**src/rtl/sequence_detector_mealy.sv**
```systemverilog
// Serial-bit Mealy sequence detector.
// Flags every occurrence of PATTERN (MSB arrives first) in the serial stream on x.
// The state is the length of the longest pattern prefix that is a suffix of the
// bits seen so far. All transitions, including the KMP fallbacks, come from a
// table that is built when the design is elaborated.
module sequence_detector_mealy #(
    parameter int unsigned                PATTERN_LEN = 4,
    parameter logic [PATTERN_LEN-1:0]     PATTERN     = 4'b1101,
    parameter bit                         OVERLAP     = 1'b1
) (
    input  logic clk,
    input  logic reset,
    input  logic x,
    output logic y
);

    localparam int          PLEN = int'(PATTERN_LEN);
    localparam int unsigned SW   = (PATTERN_LEN > 1) ? $clog2(PATTERN_LEN) : 1;
    localparam int unsigned NENT = 2 ** (SW + 1);

    localparam logic [SW-1:0] LAST_STATE = SW'(PATTERN_LEN - 1);
    localparam logic          LAST_BIT   = PATTERN[0];

    // One next-state entry per {state, x}; unused encodings stay 0.
    typedef logic [NENT-1:0][SW-1:0] table_t;

    // Pattern bit number k in arrival order (k = 0 is the MSB).
    function automatic logic pat_bit(input int k);
        logic [31:0] sh;
        sh = 32'(PATTERN) >> (PLEN - 1 - k);
        return sh[0];
    endfunction

    // Bit i of the string made of the accepted prefix of length st followed by b.
    function automatic logic seq_bit(input int i, input int st, input logic b);
        return (i < st) ? pat_bit(i) : b;
    endfunction

    // Next prefix length after state st consumes bit b.
    function automatic int next_of(input int st, input logic b);
        int   res;
        int   kmax;
        logic ok;
        res = 0;
        if ((b == pat_bit(st)) && (st < PLEN - 1)) begin
            res = st + 1;
        end else if ((b == pat_bit(st)) && !OVERLAP) begin
            res = 0;
        end else begin
            // Longest border of (prefix st, b) that is shorter than the whole pattern.
            kmax = (st + 1 < PLEN - 1) ? (st + 1) : (PLEN - 1);
            for (int k = 1; k <= kmax; k++) begin
                ok = 1'b1;
                for (int j = 0; j < k; j++) begin
                    if (pat_bit(j) != seq_bit(st + 1 - k + j, st, b)) begin
                        ok = 1'b0;
                    end
                end
                if (ok) begin
                    res = k;
                end
            end
        end
        return res;
    endfunction

    // Fill every reachable {state, x} entry; unreachable states fall back to 0.
    function automatic table_t build_table();
        table_t      t;
        logic [SW:0] idx;
        t = '0;
        for (int st = 0; st < PLEN; st++) begin
            for (int b = 0; b < 2; b++) begin
                idx    = (SW + 1)'(2 * st + b);
                t[idx] = SW'(next_of(st, b[0]));
            end
        end
        return t;
    endfunction

    localparam table_t NEXT_TABLE = build_table();

    logic [SW-1:0] s;
    logic [SW-1:0] s_next;

    // State register: cleared asynchronously, advances one bit per rising edge.
    always_ff @(posedge clk or posedge reset) begin
        if (reset) begin
            s <= '0;
        end else begin
            s <= s_next;
        end
    end

    // Next state from the precomputed table; match flag from state and x.
    always_comb begin
        s_next = NEXT_TABLE[{s, x}];
        y      = 1'b0;
        if ((s == LAST_STATE) && (x == LAST_BIT)) begin
            y = 1'b1;
        end
    end

endmodule

```
**config.mk**
```make
export PLATFORM = sky130hd
export DESIGN_NAME = sequence_detector_mealy
export DESIGN_NICKNAME = d
export VERILOG_FILES = /design/src/rtl/sequence_detector_mealy.sv
export SDC_FILE = /design/constraint.sdc
export NUM_CORES = 1
export LEC_CHECK = 0
export CAP_MARGIN = 10
export CELL_PAD_IN_SITES_DETAIL_PLACEMENT = 0
export CELL_PAD_IN_SITES_GLOBAL_PLACEMENT = 1
export CORE_AREA = 10 10 47 49
export DETAILED_ROUTE_END_ITERATION = 8
export DIE_AREA = 0 0 57 59
export PLACE_DENSITY = 0.3
export SYNTH_ARGS = -nofsm -noshare
export SYNTH_HDL_FRONTEND = slang
export SYNTH_SLANG_ARGS = --single-unit
```
**constraint.sdc**
```tcl
create_clock -name clk -period 1.5 [get_ports clk]
set_input_delay 0.225 -clock clk [delete_from_list [all_inputs] [get_ports clk]]
set_output_delay 0.225 -clock clk [all_outputs]
set_load 0.01 [all_outputs]
```
==> flow_metrics.py, run 1 <==
metrics = {
    "synth": {
        "ys_seq_elements": 2,
        "ys_seq_area_share_pct": 44.4,
        "synth_fp_nets": 14,
        "netlist_area_sq_um": 113,
        "synth_edf_count": 0,
        "syn_inst": 9,
        "ys.warnings.count": 0,
        "synth_cell_types": 5,
        "async_reset_ff_share_pct": 100,
        "ys.flop_type": "dfrtp_1",
        "avgSynthCellArea_sq_um": 12.5,
        "synth_top_area_share_pct": 44.4,
        "synth_area_leaders": "dfrtp_1 (44%), ha_1 (22%), mux2_2 (20%), and3_2 (6.7%), inv_1 (6.7%)",
        "synth_top_area_cell": "dfrtp_1",
        "synthTopCellsByCount": "dfrtp_1 (2), ha_1 (2), inv_1 (2), mux2_2 (2), and3_2 (1)",
    },
    "sta": {
        "min_period_over_period_pct": 91.4,
        "fin_ws_ns": 0.129,
        "fmax_mhz": 729,
        "tightest_slew_ns": 0.130,
        "hold_viol_final": 0,
        "hold_ws_ns": 0.149,
        "fin_worst_skew_ns": 0.000376,
        "finalSetupViolCount": 0,
        "rsz0062_at_grt": "false",
        "max-slew-margin-rel_pct": 91.3,
        "min_period_ns": 1.37,
        "slew_violations": 0,
    },
    "job": {
        "cap_violations": 0,
    },
    "finish": {
        "top_register": "s",
        "design_area_sq_um": 191,
        "drive_gt1_share_pct": 43.8,
        "final_core_util_pct": 13.7,
        "largest_reg_flops": 2,
        "syn2layout_area_growth_pct": 70.0,
        "num-nets-final": 23,
        "antenna_cells": 0,
        "top_regs": "s x2",
    },
    "drt": {
        "antenna_left": 0,
        "routed_wl_microns": 227,
        "vias": 82,
        "routed_via_density": 2.56,
        "dr.pass1.iters": 1,
        "drc": 0,
        "routedWlPerCell_microns": 7.09,
        "drtIter0Drc": 0,
    },
    "die": {
        "pin_count": 4,
        "die_h_microns": 59,
        "die_area_sq_mm": 0.00336,
        "die_w_microns": 57,
        "start_util_pct": 8.04,
        "rows": 14,
        "core_area_sq_mm": 0.00140,
    },
    "global_routing": {
        "grt_overflow_total": 0,
        "grt_pass1_wl_microns": 469,
        "grt_pass1_vias": 124,
        "antenna_found_initial": 0,
        "grt_usage_pct": 2.16,
        "grt_max_degree": 4,
    },
    "setup_path": {
        "crit_path_end_kind": "primary output",
        "path_class": "primary input to primary output",
        "cp_top_family": "buffers and inverters",
        "crit_buf_inv": 2,
        "crit_chain": "clkdlybuf4s50_1 > and3_2 > dlygate4sd2_1",
        "slowest_stage": "clkdlybuf4s50_1",
        "worstPathRequired_ns": 1.27,
        "cp.arrival_ns": 1.15,
        "slowest_delay_ns": 0.48,
        "critPathMaxFanout": 2,
        "crit_path_start_kind": "primary input",
    },
    "status": {
        "status": "finished clean",
    },
    "clock_tree": {
        "clk_pin_slew_worst_paths_ns": 0.03,
        "ctsLongestPathBuffers": 2,
        "cts.sinks": 2,
        "insertion_delay_ns": 0.22,
        "cts_setup_buffers": 0,
        "h-tree-depth": 1,
        "cts-root-buf": "clkbuf_4",
        "numCtsBuffers": 3,
        "cts_tree": "built",
    },
    "power_and_ir_drop": {
        "netSwitchingFraction_pct": 25.8,
        "comb_power_share_pct": 26.6,
        "power_frac_clock_pct": 40.1,
        "p_leak_nw": 0.0981,
        "p_sw_mw": 0.0767,
        "powerDensity_mw_per_mm2": 1550,
        "peakVddDrop_mv": 0.464,
        "intPower_mw": 0.220,
        "seqPwrFrac_pct": 33.3,
    },
    "placement": {
        "gp_congestion": 0.520,
        "hpwl_microns": 170,
        "place_ws_ns": -0.138,
        "place_area_sq_um": 170,
        "port_buffers": 3,
    },
    "min_path": {
        "min_path_type": "primary input to async pin",
    },
}
metal layers:
| layer | vias up | GRT usage (%) | routed length [microns] | share of wire, % |
|---|---|---|---|---|
| li1 | 43 | - | - | - |
| met1 | 35 | 1.78 | 122 | 54 |
| met2 | 4 | 2.17 | 86 | 38 |
| met3 | 0 | 1.93 | 18 | 7.9 |
| met4 | 0 | 4.03 | 0 | 0 |
| met5 | - | 0 | 0 | 0 |
logic make-up (layout without fill, tap and decap cells):
kind of cell               after synthesis  after routing  synth area share [%]
adders and majority gates                2              2                  22.2
buffers and inverters                    2              9                  6.67
DFF                                      2              2                  44.4
muxes                                    2              2                  20.0
and+or+nand+nor                          1              1                  6.67
worst paths after layout:
kind | from | endpoint | slack (ns) | depth (start not counted)
worst max-delay path | x | y | 0.13 | 3
worst min-delay path | reset | s[0] | 0.15 | 2
worst max register to register | s[0] | s[0] | 0.45 | 3
worst min register to register | s[1] | s[1] | 0.55 | 1
max in group asynchronous | reset | s[1] | 1.25 | 2
min in group clk | s[1] | s[1] | 0.55 | 1
timing repair:
action	in CTS	in global routing
setup endpoints to repair	1	0
resized for setup	1	0
hold buffers	0	0
placed cells by master, fill, tap and decap left out, drive strengths merged:
master,count
clkdlybuf4s50,2
dfrtp,2
buf,1
inv,2
dlygate4sd2,1
clkbuf,3
and3,1
ha,2
mux2,2
power groups by stage:
| stage | combinational [mW] | sequential (mW) | clock, mW |
|---|---|---|---|
| after floorplan | 0.0585 | 0.0958 | 0 |
| after global placement | 0.0871 | 0.102 | 0 |
| after detailed placement | 0.0858 | 0.101 | 0 |
| after CTS | 0.0824 | 0.100 | 0.130 |
| after global routing | 0.0972 | 0.105 | 0.131 |
| final | 0.0790 | 0.0990 | 0.119 |
layout make-up:
type                       count  area, sq um
tap                           16         20.0
clock buffer                   3         22.5
inverter                       2         7.51
sequential                     2         50.0
multi-input combinational      5         55.1
timing repair buffer           4         36.3
fill                         171         1210
through the flow:
step                      std cells  power, mW  TNS (ns)
after floorplan                   9      0.154         0
after global placement           29      0.189    -0.129
after detailed placement         29      0.187    -0.138
after CTS                        32      0.313         0
after global routing             32      0.334         0
final                            32      0.297         0
Power figures use the tool's default switching activity.
==> run 2: changes to the inputs <==
GPL_TIMING_DRIVEN = 0   (was unset)
==> run 2 against run 1 <==
Compared with the run above: sequential power about the same; critical path depth is the same; final cell count decreased by 3.1%; global-route usage down 0.17 points; critical endpoint unchanged; largest cell class unchanged; largest power group unchanged.
==> flow_metrics.py, run 2 (synthesized netlist as in run 1, its figures left out) <==
metrics = {
    "status": {
        "status": "finished clean",
    },
    "finish": {
        "ff_latch_area_sq_um": 50.0,
        "top_register": "s",
        "largest_reg_flops": 2,
        "multi_input_area_sq_um": 55.1,
        "antenna_cells": 0,
        "drive_gt1_share_pct": 40.0,
        "fillers": 171,
        "top_regs": "s x2",
        "final_common_cell": "clkbuf_4",
        "design_area_sq_um": 184,
        "final_core_util_pct": 13.1,
        "num-nets-final": 22,
        "syn2layout_area_growth_pct": 63.3,
    },
    "global_routing": {
        "antenna_found_initial": 0,
        "grt_usage_pct": 1.99,
        "grt_pass1_vias": 111,
        "grt_overflow_total": 0,
        "grt_max_degree": 4,
        "grt_pass1_wl_microns": 414,
    },
    "drt": {
        "vias": 79,
        "routed_wl_microns": 222,
        "dr.pass1.iters": 1,
        "antenna_left": 0,
        "drc": 0,
        "routedWlPerCell_microns": 7.16,
        "routed_via_density": 2.55,
        "drtIter0Drc": 0,
    },
    "clock_tree": {
        "ctsLongestPathBuffers": 2,
        "numCtsBuffers": 3,
        "insertion_delay_ns": 0.22,
        "clk_pin_slew_worst_paths_ns": 0.03,
        "cts_tree": "built",
        "post_cts_resized": 1,
        "cts.sinks": 2,
        "h-tree-depth": 1,
        "cts_setup_buffers": 0,
        "postCtsHoldBufs": 0,
        "cts-root-buf": "clkbuf_4",
    },
    "sta": {
        "tightest_slew_ns": 0.128,
        "rsz0062_at_grt": "false",
        "hold_viol_final": 0,
        "hold_ws_ns": 0.148,
        "slew_violations": 0,
        "fmax_mhz": 707,
        "fin_worst_skew_ns": 0.000494,
        "min_period_over_period_pct": 94.3,
        "finalSetupViolCount": 0,
        "max-slew-margin-rel_pct": 91.4,
        "min_period_ns": 1.41,
    },
    "die": {
        "die_area_sq_mm": 0.00336,
        "die_h_microns": 59,
        "pin_count": 4,
        "die_w_microns": 57,
        "start_util_pct": 8.04,
        "rows": 14,
        "core_area_sq_mm": 0.00140,
    },
    "setup_path": {
        "critPathMaxFanout": 3,
        "worstRegToRegCells": 3,
        "r2r_end": "s[0]",
        "crit_path_end_kind": "primary output",
        "path_class": "primary input to primary output",
        "r2r-start": "s[0]",
        "r2r_setup_slack_ns": 0.45,
        "cp.arrival_ns": 1.19,
        "worstPathRequired_ns": 1.27,
        "crit_path_start_kind": "primary input",
    },
    "power_and_ir_drop": {
        "p_sw_mw": 0.0769,
        "powerDensity_mw_per_mm2": 1610,
        "peakVddDrop_mv": 0.420,
        "power_mw": 0.296,
        "intPower_mw": 0.219,
        "power_frac_clock_pct": 40.2,
        "comb_power_share_pct": 26.3,
        "seqPwrFrac_pct": 33.5,
        "netSwitchingFraction_pct": 26.0,
        "p_leak_nw": 0.0933,
    },
    "job": {
        "cap_violations": 0,
    },
    "placement": {
        "place_area_sq_um": 163,
        "hpwl_microns": 165,
        "port_buffers": 3,
        "gp_congestion": 0.521,
    },
    "min_path": {
        "min_path_type": "primary input to async pin",
    },
}
[run 2: changes by cell type in the layout (fill, tap and decap cells not counted), sizes merged]
cell  previous run  this run
buf              1         0
[run 2: area by class of cell]
type                            instances  area share, %
Multi-Input combinational cell          5           29.9
Sequential cell                         2           27.2
Timing Repair Buffer                    3           15.6
Clock buffer                            3           12.2
Tap cell                               16           10.9
Inverter                                2           4.08
[run 2: power by group through the flow]
stage | logic (mW) | clock network (mW) | registers [mW]
2_1_floorplan | 0.0585 | 0 | 0.0958
3_3_place_gp | 0.0851 | 0 | 0.102
3_5_place_dp | 0.0858 | 0 | 0.100
5_1_grt | 0.0940 | 0.131 | 0.104
6_report | 0.0778 | 0.119 | 0.0991
4_1_cts | 0.0820 | 0.130 | 0.0994
[run 2: stage by stage]
stage                     worst slack, ns  cells  TNS [ns]
after detailed placement           -0.192     28    -0.192
after global placement             -0.185     28    -0.185
after CTS                          0.0733     31         0
after floorplan                     0.492      9         0
after global routing               0.0357     31         0
final                              0.0859     31         0
[run 2: layer usage]
| metal | track usage (%) | share of wire, % | up-vias |
|---|---|---|---|
| met2 | 1.86 | 34 | 4 |
| met3 | 2.15 | 14 | 0 |
| met5 | 0 | 0 | - |
| met4 | 4.03 | 0 | 0 |
| li1 | - | - | 41 |
| met1 | 1.42 | 53 | 34 |
[run 2: worst max-delay path by stage]
stage,from,end,slack [ns],cells past startpoint
CTS,x,y,0.07,3
global route,x,y,0.04,3
finish,x,y,0.09,3
global placement,x,y,-0.19,3
detailed placement,x,y,-0.19,3
floorplan,s[0],s[0],0.49,3
[run 2: critical path, cell delays in order]
cell and delay, ns:
clkdlybuf4s50_1 0.46, and3_2 0.23, dlygate4sd2_1 0.28
==> run 3: changes to the inputs <==
CTS_BUF_LIST = sky130_fd_sc_hd__clkbuf_16   (was unset)
PLACE_DENSITY = 0.31   (was 0.3)
==> run 3 against run 2 <==
Compared with the run above: count of clock-buffer cells in the layout is the same; final cell count stayed put; sequential power is essentially flat; critical path type unchanged; critical path depth unchanged; flip-flop and latch count did not move; clock skew about the same; via count is 5.1% higher; register-to-register slack about the same; non-clock buffer count unchanged.
==> flow_metrics.py, run 3 (synthesized netlist as in run 1, its figures left out) <==
metrics = {
    "global_routing": {
        "grt_usage_pct": 1.85,
        "antenna_found_initial": 0,
        "grt_overflow_total": 0,
        "grt_pass1_vias": 110,
        "grt_max_degree": 4,
        "grt_pass1_wl_microns": 379,
    },
    "finish": {
        "antenna_cells": 0,
        "drive_gt1_share_pct": 40.0,
        "final_common_cell": "clkbuf_16",
        "top_register": "s",
        "top_regs": "s x2",
        "design_area_sq_um": 236,
        "num-nets-final": 22,
        "largest_reg_flops": 2,
        "final_core_util_pct": 16.9,
        "syn2layout_area_growth_pct": 110,
    },
    "sta": {
        "max-slew-margin-rel_pct": 92.2,
        "hold_viol_final": 0,
        "hold_ws_ns": 0.156,
        "rsz0062_at_grt": "false",
        "fin_ws_ns": 0.0990,
        "finalSetupViolCount": 0,
        "min_period_over_period_pct": 93.4,
        "fmax_mhz": 714,
        "fin_worst_skew_ns": 0.000000305,
        "slew_violations": 0,
        "min_period_ns": 1.40,
        "tightest_slew_ns": 0.116,
    },
    "die": {
        "start_util_pct": 8.04,
        "pin_count": 4,
        "die_h_microns": 59,
        "die_area_sq_mm": 0.00336,
        "rows": 14,
        "die_w_microns": 57,
        "core_area_sq_mm": 0.00140,
    },
    "setup_path": {
        "worstPathRequired_ns": 1.27,
        "slowest_stage": "clkdlybuf4s50_1",
        "crit_path_end_kind": "primary output",
        "cp.arrival_ns": 1.18,
        "slowest_delay_ns": 0.45,
        "path_class": "primary input to primary output",
        "crit_path_start_kind": "primary input",
        "critPathMaxFanout": 3,
        "crit_chain": "clkdlybuf4s50_1 > and3_2 > dlygate4sd2_1",
    },
    "clock_tree": {
        "numCtsBuffers": 3,
        "clk_pin_slew_worst_paths_ns": 0.03,
        "cts-root-buf": "clkbuf_16",
        "cts_setup_buffers": 0,
        "insertion_delay_ns": 0.22,
        "cts_tree": "built",
        "cts.sinks": 2,
        "h-tree-depth": 1,
        "postCtsHoldBufs": 0,
        "ctsLongestPathBuffers": 2,
        "post_cts_resized": 1,
    },
    "drt": {
        "routed_wl_microns": 225,
        "drc": 0,
        "vias": 83,
        "antenna_left": 0,
        "dr.pass1.iters": 1,
        "routed_via_density": 2.68,
        "drtIter0Drc": 0,
        "routedWlPerCell_microns": 7.26,
    },
    "power_and_ir_drop": {
        "peakVddDrop_mv": 0.566,
        "powerDensity_mw_per_mm2": 2430,
        "p_leak_nw": 0.116,
    },
    "status": {
        "status": "finished clean",
    },
    "min_path": {
        "min_path_type": "primary input to async pin",
    },
    "placement": {
        "place_area_sq_um": 163,
        "gp_congestion": 0.533,
        "hpwl_microns": 160,
        "port_buffers": 3,
        "place_ws_ns": -0.180,
    },
    "job": {
        "cap_violations": 0,
    },
}
-- run 3: cell type report --
type	instances	area, sq um
clock buffer	3	75.1
sequential	2	50.0
timing repair buffer	3	28.8
fill	164	1160
inverter	2	7.51
tap	16	20.0
multi-input combinational	5	55.1
-- run 3: routing by layer --
layer | part of all wire (%) | vias to the layer above | wire length, microns | GRT usage, %
met3 | 18 | 2 | 40 | 2.79
met1 | 51 | 33 | 114 | 1.30
li1 | - | 41 | - | -
met2 | 24 | 7 | 55 | 1.55
met4 | 6.2 | 0 | 14 | 3.02
met5 | 0 | - | 0 | 0
-- run 3: final timing paths --
kind | start | end | depth (start not counted) | slack (ns)
hold reg to reg | s[1] | s[1] | 1 | 0.55
setup reg to reg | s[0] | s[0] | 3 | 0.45
setup / recovery | x | y | 3 | 0.1
hold / removal | reset | s[1] | 2 | 0.16
max in group asynchronous | reset | s[0] | 2 | 1.24
min in group clk | s[1] | s[1] | 1 | 0.55
-- run 3: where the power goes --
part | total [mW] | internal (mW) | switching, mW | leakage, nW
Clock | 0.398 | 0.339 | 0.0591 | 0.0370
Combinational | 0.0769 | 0.0500 | 0.0270 | 0.0547
Sequential | 0.0991 | 0.0806 | 0.0184 | 0.0248
Total | 0.574 | 0.470 | 0.105 | 0.116
-- run 3: stage by stage --
stage | total power, mW | TNS [ns] | cells
after detailed placement | 0.185 | -0.180 | 28
after global placement | 0.187 | -0.187 | 28
after CTS | 0.583 | 0 | 31
after floorplan | 0.154 | 0 | 9
final | 0.574 | 0 | 31
after global routing | 0.608 | 0 | 31
-- run 3: worst max-delay path: cells and delay by family --
kind                   cells  cell delay, ns
buffers and inverters      2            0.73
AND/OR/NAND/NOR            1            0.22
==> patch: new RTL, config.mk and constraints of run 2 <==
Reset style: synchronous (`reset`), changed in one clocked block. Comments in the files are not updated.
--- a/src/rtl/sequence_detector_mealy.sv
+++ b/src/rtl/sequence_detector_mealy.sv
@@ -86,3 +86,3 @@
     // State register: cleared asynchronously, advances one bit per rising edge.
-    always_ff @(posedge clk or posedge reset) begin
+    always_ff @(posedge clk) begin
         if (reset) begin
Behaviour: differs if reset is asserted again (counterexample within 4 cycles, from zero or initial values and one cycle with reset high); with reset held inactive, the same outputs for 10 cycles.
==> patch against run 2 <==
Area after synthesis down 1.1%. Global-route usage down 0.090 points. Routed wire length up 9.9%. Via count up 11%. Cell area down 0.68%. First-iteration DRC count unchanged. Sequential cell count unchanged. Worst setup slack better by 0.021 ns.
Power is not compared: it rests on default switching activity, and its combinational part moved more than twofold at a synthesized area within 25%.
==> patch: results (changes against run 2) <==
<table>
<tr><th>Metric</th><th>Value</th></tr>
<tr><th colspan="2">Timing</th></tr>
<tr><td>Final hold slack</td><td>0.544 ns (+0.396 ns)</td></tr>
<tr><td>Post-route clock skew</td><td>0.00309 ns (+0.00260 ns)</td></tr>
<tr><td>Tightest Pin Transition</td><td>0.115 ns (-0.0130 ns)</td></tr>
<tr><th colspan="2">Drt</th></tr>
<tr><td>Metal2 WL</td><td>89 µm (+19%)</td></tr>
<tr><td>Highest layer used for signal routing</td><td>met3</td></tr>
<tr><td>Via count normalized by instance count</td><td>2.67 (+4.6%)</td></tr>
<tr><td>Total Wirelength</td><td>244 µm (+9.9%)</td></tr>
<tr><th colspan="2">Synth</th></tr>
<tr><td>Main area contributors after synthesis</td><td>dfxtp_1 36%, ha_1 22%, mux2i_1 9.0%, a21oi_2 7.9%, or2b_1 6.7%</td></tr>
<tr><td>Share of synthesized registers carrying an async set or reset</td><td>0% (-100 points)</td></tr>
<tr><td>Synth Net Count</td><td>16 (+2)</td></tr>
<tr><td>Portion of netlist area occupied by mux cells</td><td>8.99% (-11 points)</td></tr>
<tr><td>Synth top cells by count</td><td>2 x dfxtp_1, 2 x ha_1</td></tr>
<tr><td>Seq/Total Area, Yosys</td><td>36.0% (-8.5 points)</td></tr>
<tr><td>Count of distinct cell types in the synthesized netlist</td><td>9 (+4)</td></tr>
<tr><td>Complex-gate fraction of the synthesized area</td><td>7.87% (+7.9 points)</td></tr>
<tr><td>Most used flip-flop cell after synthesis</td><td>dfxtp_1</td></tr>
<tr><td>Adder-Cell Fraction of Synth Area</td><td>22.5% (+0.25 points)</td></tr>
<tr><th colspan="2">Run status</th></tr>
<tr><td>Outcome</td><td>complete, no violations</td></tr>
<tr><th colspan="2">Min path</th></tr>
<tr><td>Type of the worst min-delay path</td><td>register to register</td></tr>
<tr><th colspan="2">Place</th></tr>
<tr><td>Area post-placement</td><td>161 µm² (-0.77%)</td></tr>
<tr><td>Gpl congestion</td><td>0.519 (-0.36%)</td></tr>
<tr><td>Sum of net half-perimeters after detailed placement</td><td>170 µm (+3.2%)</td></tr>
<tr><th colspan="2">Critical path</th></tr>
<tr><td>Endpoint of the worst register-to-register path</td><td>s[0]$_SDFF_PP0_</td></tr>
<tr><td>Cell depth of the worst flop-to-flop path</td><td>4 (+1)</td></tr>
<tr><td>Slowest cell delay on critical path</td><td>0.51 ns (+0.05 ns)</td></tr>
<tr><th colspan="2">Finish</th></tr>
<tr><td>Number of fill cells</td><td>170 (-0.58%)</td></tr>
<tr><td>Share of post-route cells with drive strength above 1</td><td>23.5% (-16 points)</td></tr>
<tr><td># nets final</td><td>24 (+9.1%)</td></tr>
<tr><th colspan="2">GRT</th></tr>
<tr><td>Vias in the first global route</td><td>110 (-0.90%)</td></tr>
<tr><td>Wire length of the first global-routing pass</td><td>407 µm (-1.7%)</td></tr>
<tr><td>GRT Resource Usage Total</td><td>1.90% (-0.090 points)</td></tr>
<tr><td>Maximum number of pins on one net before global-route repair</td><td>5 (+1)</td></tr>
</table>
## patch: changes by cell type after synthesis, sizes merged
cell and change:
inv -1, nand2b +1, dfrtp -2, mux2i +1
dfxtp +2, mux2 -2, a21oi +1, nor2 +1
or2b +1
## patch: worst register-to-register path: cells and delay by family, from the launching register on
| family | cells | cell delay [ns] |
|---|---|---|
| buffers and inverters | 1 | 0.05 |
| multiplexers | 1 | 0.13 |
| adder cells (fa/ha/maj) | 1 | 0.26 |
| AND/OR/NAND/NOR | 1 | 0.05 |
| flip-flops | 1 | 0.35 |
## patch: power by group
part           internal, mW  total [mW]  switching, mW  leakage [nW]
Sequential           0.0574      0.0606        0.00322        0.0165
Combinational        0.0114      0.0186        0.00721        0.0487
Clock                0.0882       0.117         0.0292        0.0138
Total                 0.157       0.197         0.0396        0.0789
## patch: cell families after synthesis
| family | after synthesis |
|---|---|
| simple gates | 4 |
| fa+ha+maj | 2 |
| flops | 2 |
| compound gates | 1 |
| buf+inv | 1 |
| mux | 1 |
## patch: stage by stage
step / TNS [ns] / setup slack, ns / instances / total power, mW
6_report: 0 / 0.106 / 33 / 0.197
4_1_cts: 0 / 0.101 / 33 / 0.207
2_1_floorplan: 0 / 0.598 / 11 / 0.0707
3_5_place_dp: -0.169 / -0.169 / 30 / 0.0801
3_3_place_gp: -0.163 / -0.163 / 30 / 0.0811
5_1_grt: 0 / 0.0408 / 33 / 0.206
## patch: layout make-up
type                    count  area (µm²)  area share (%)
multi-input cells           8        67.6            37.0
flip-flops and latches      2        40.0            21.9
repair buffers              3        28.8            15.8
clock buffers               3        22.5            12.3
well taps                  16        20.0            11.0
inverters                   1        3.75            2.05
## patch: per-layer routing
layer	up-vias	track usage, %
li1	48	-
met1	36	1.88
met5	-	0
met3	0	1.29
met4	0	4.03
met2	4	1.55
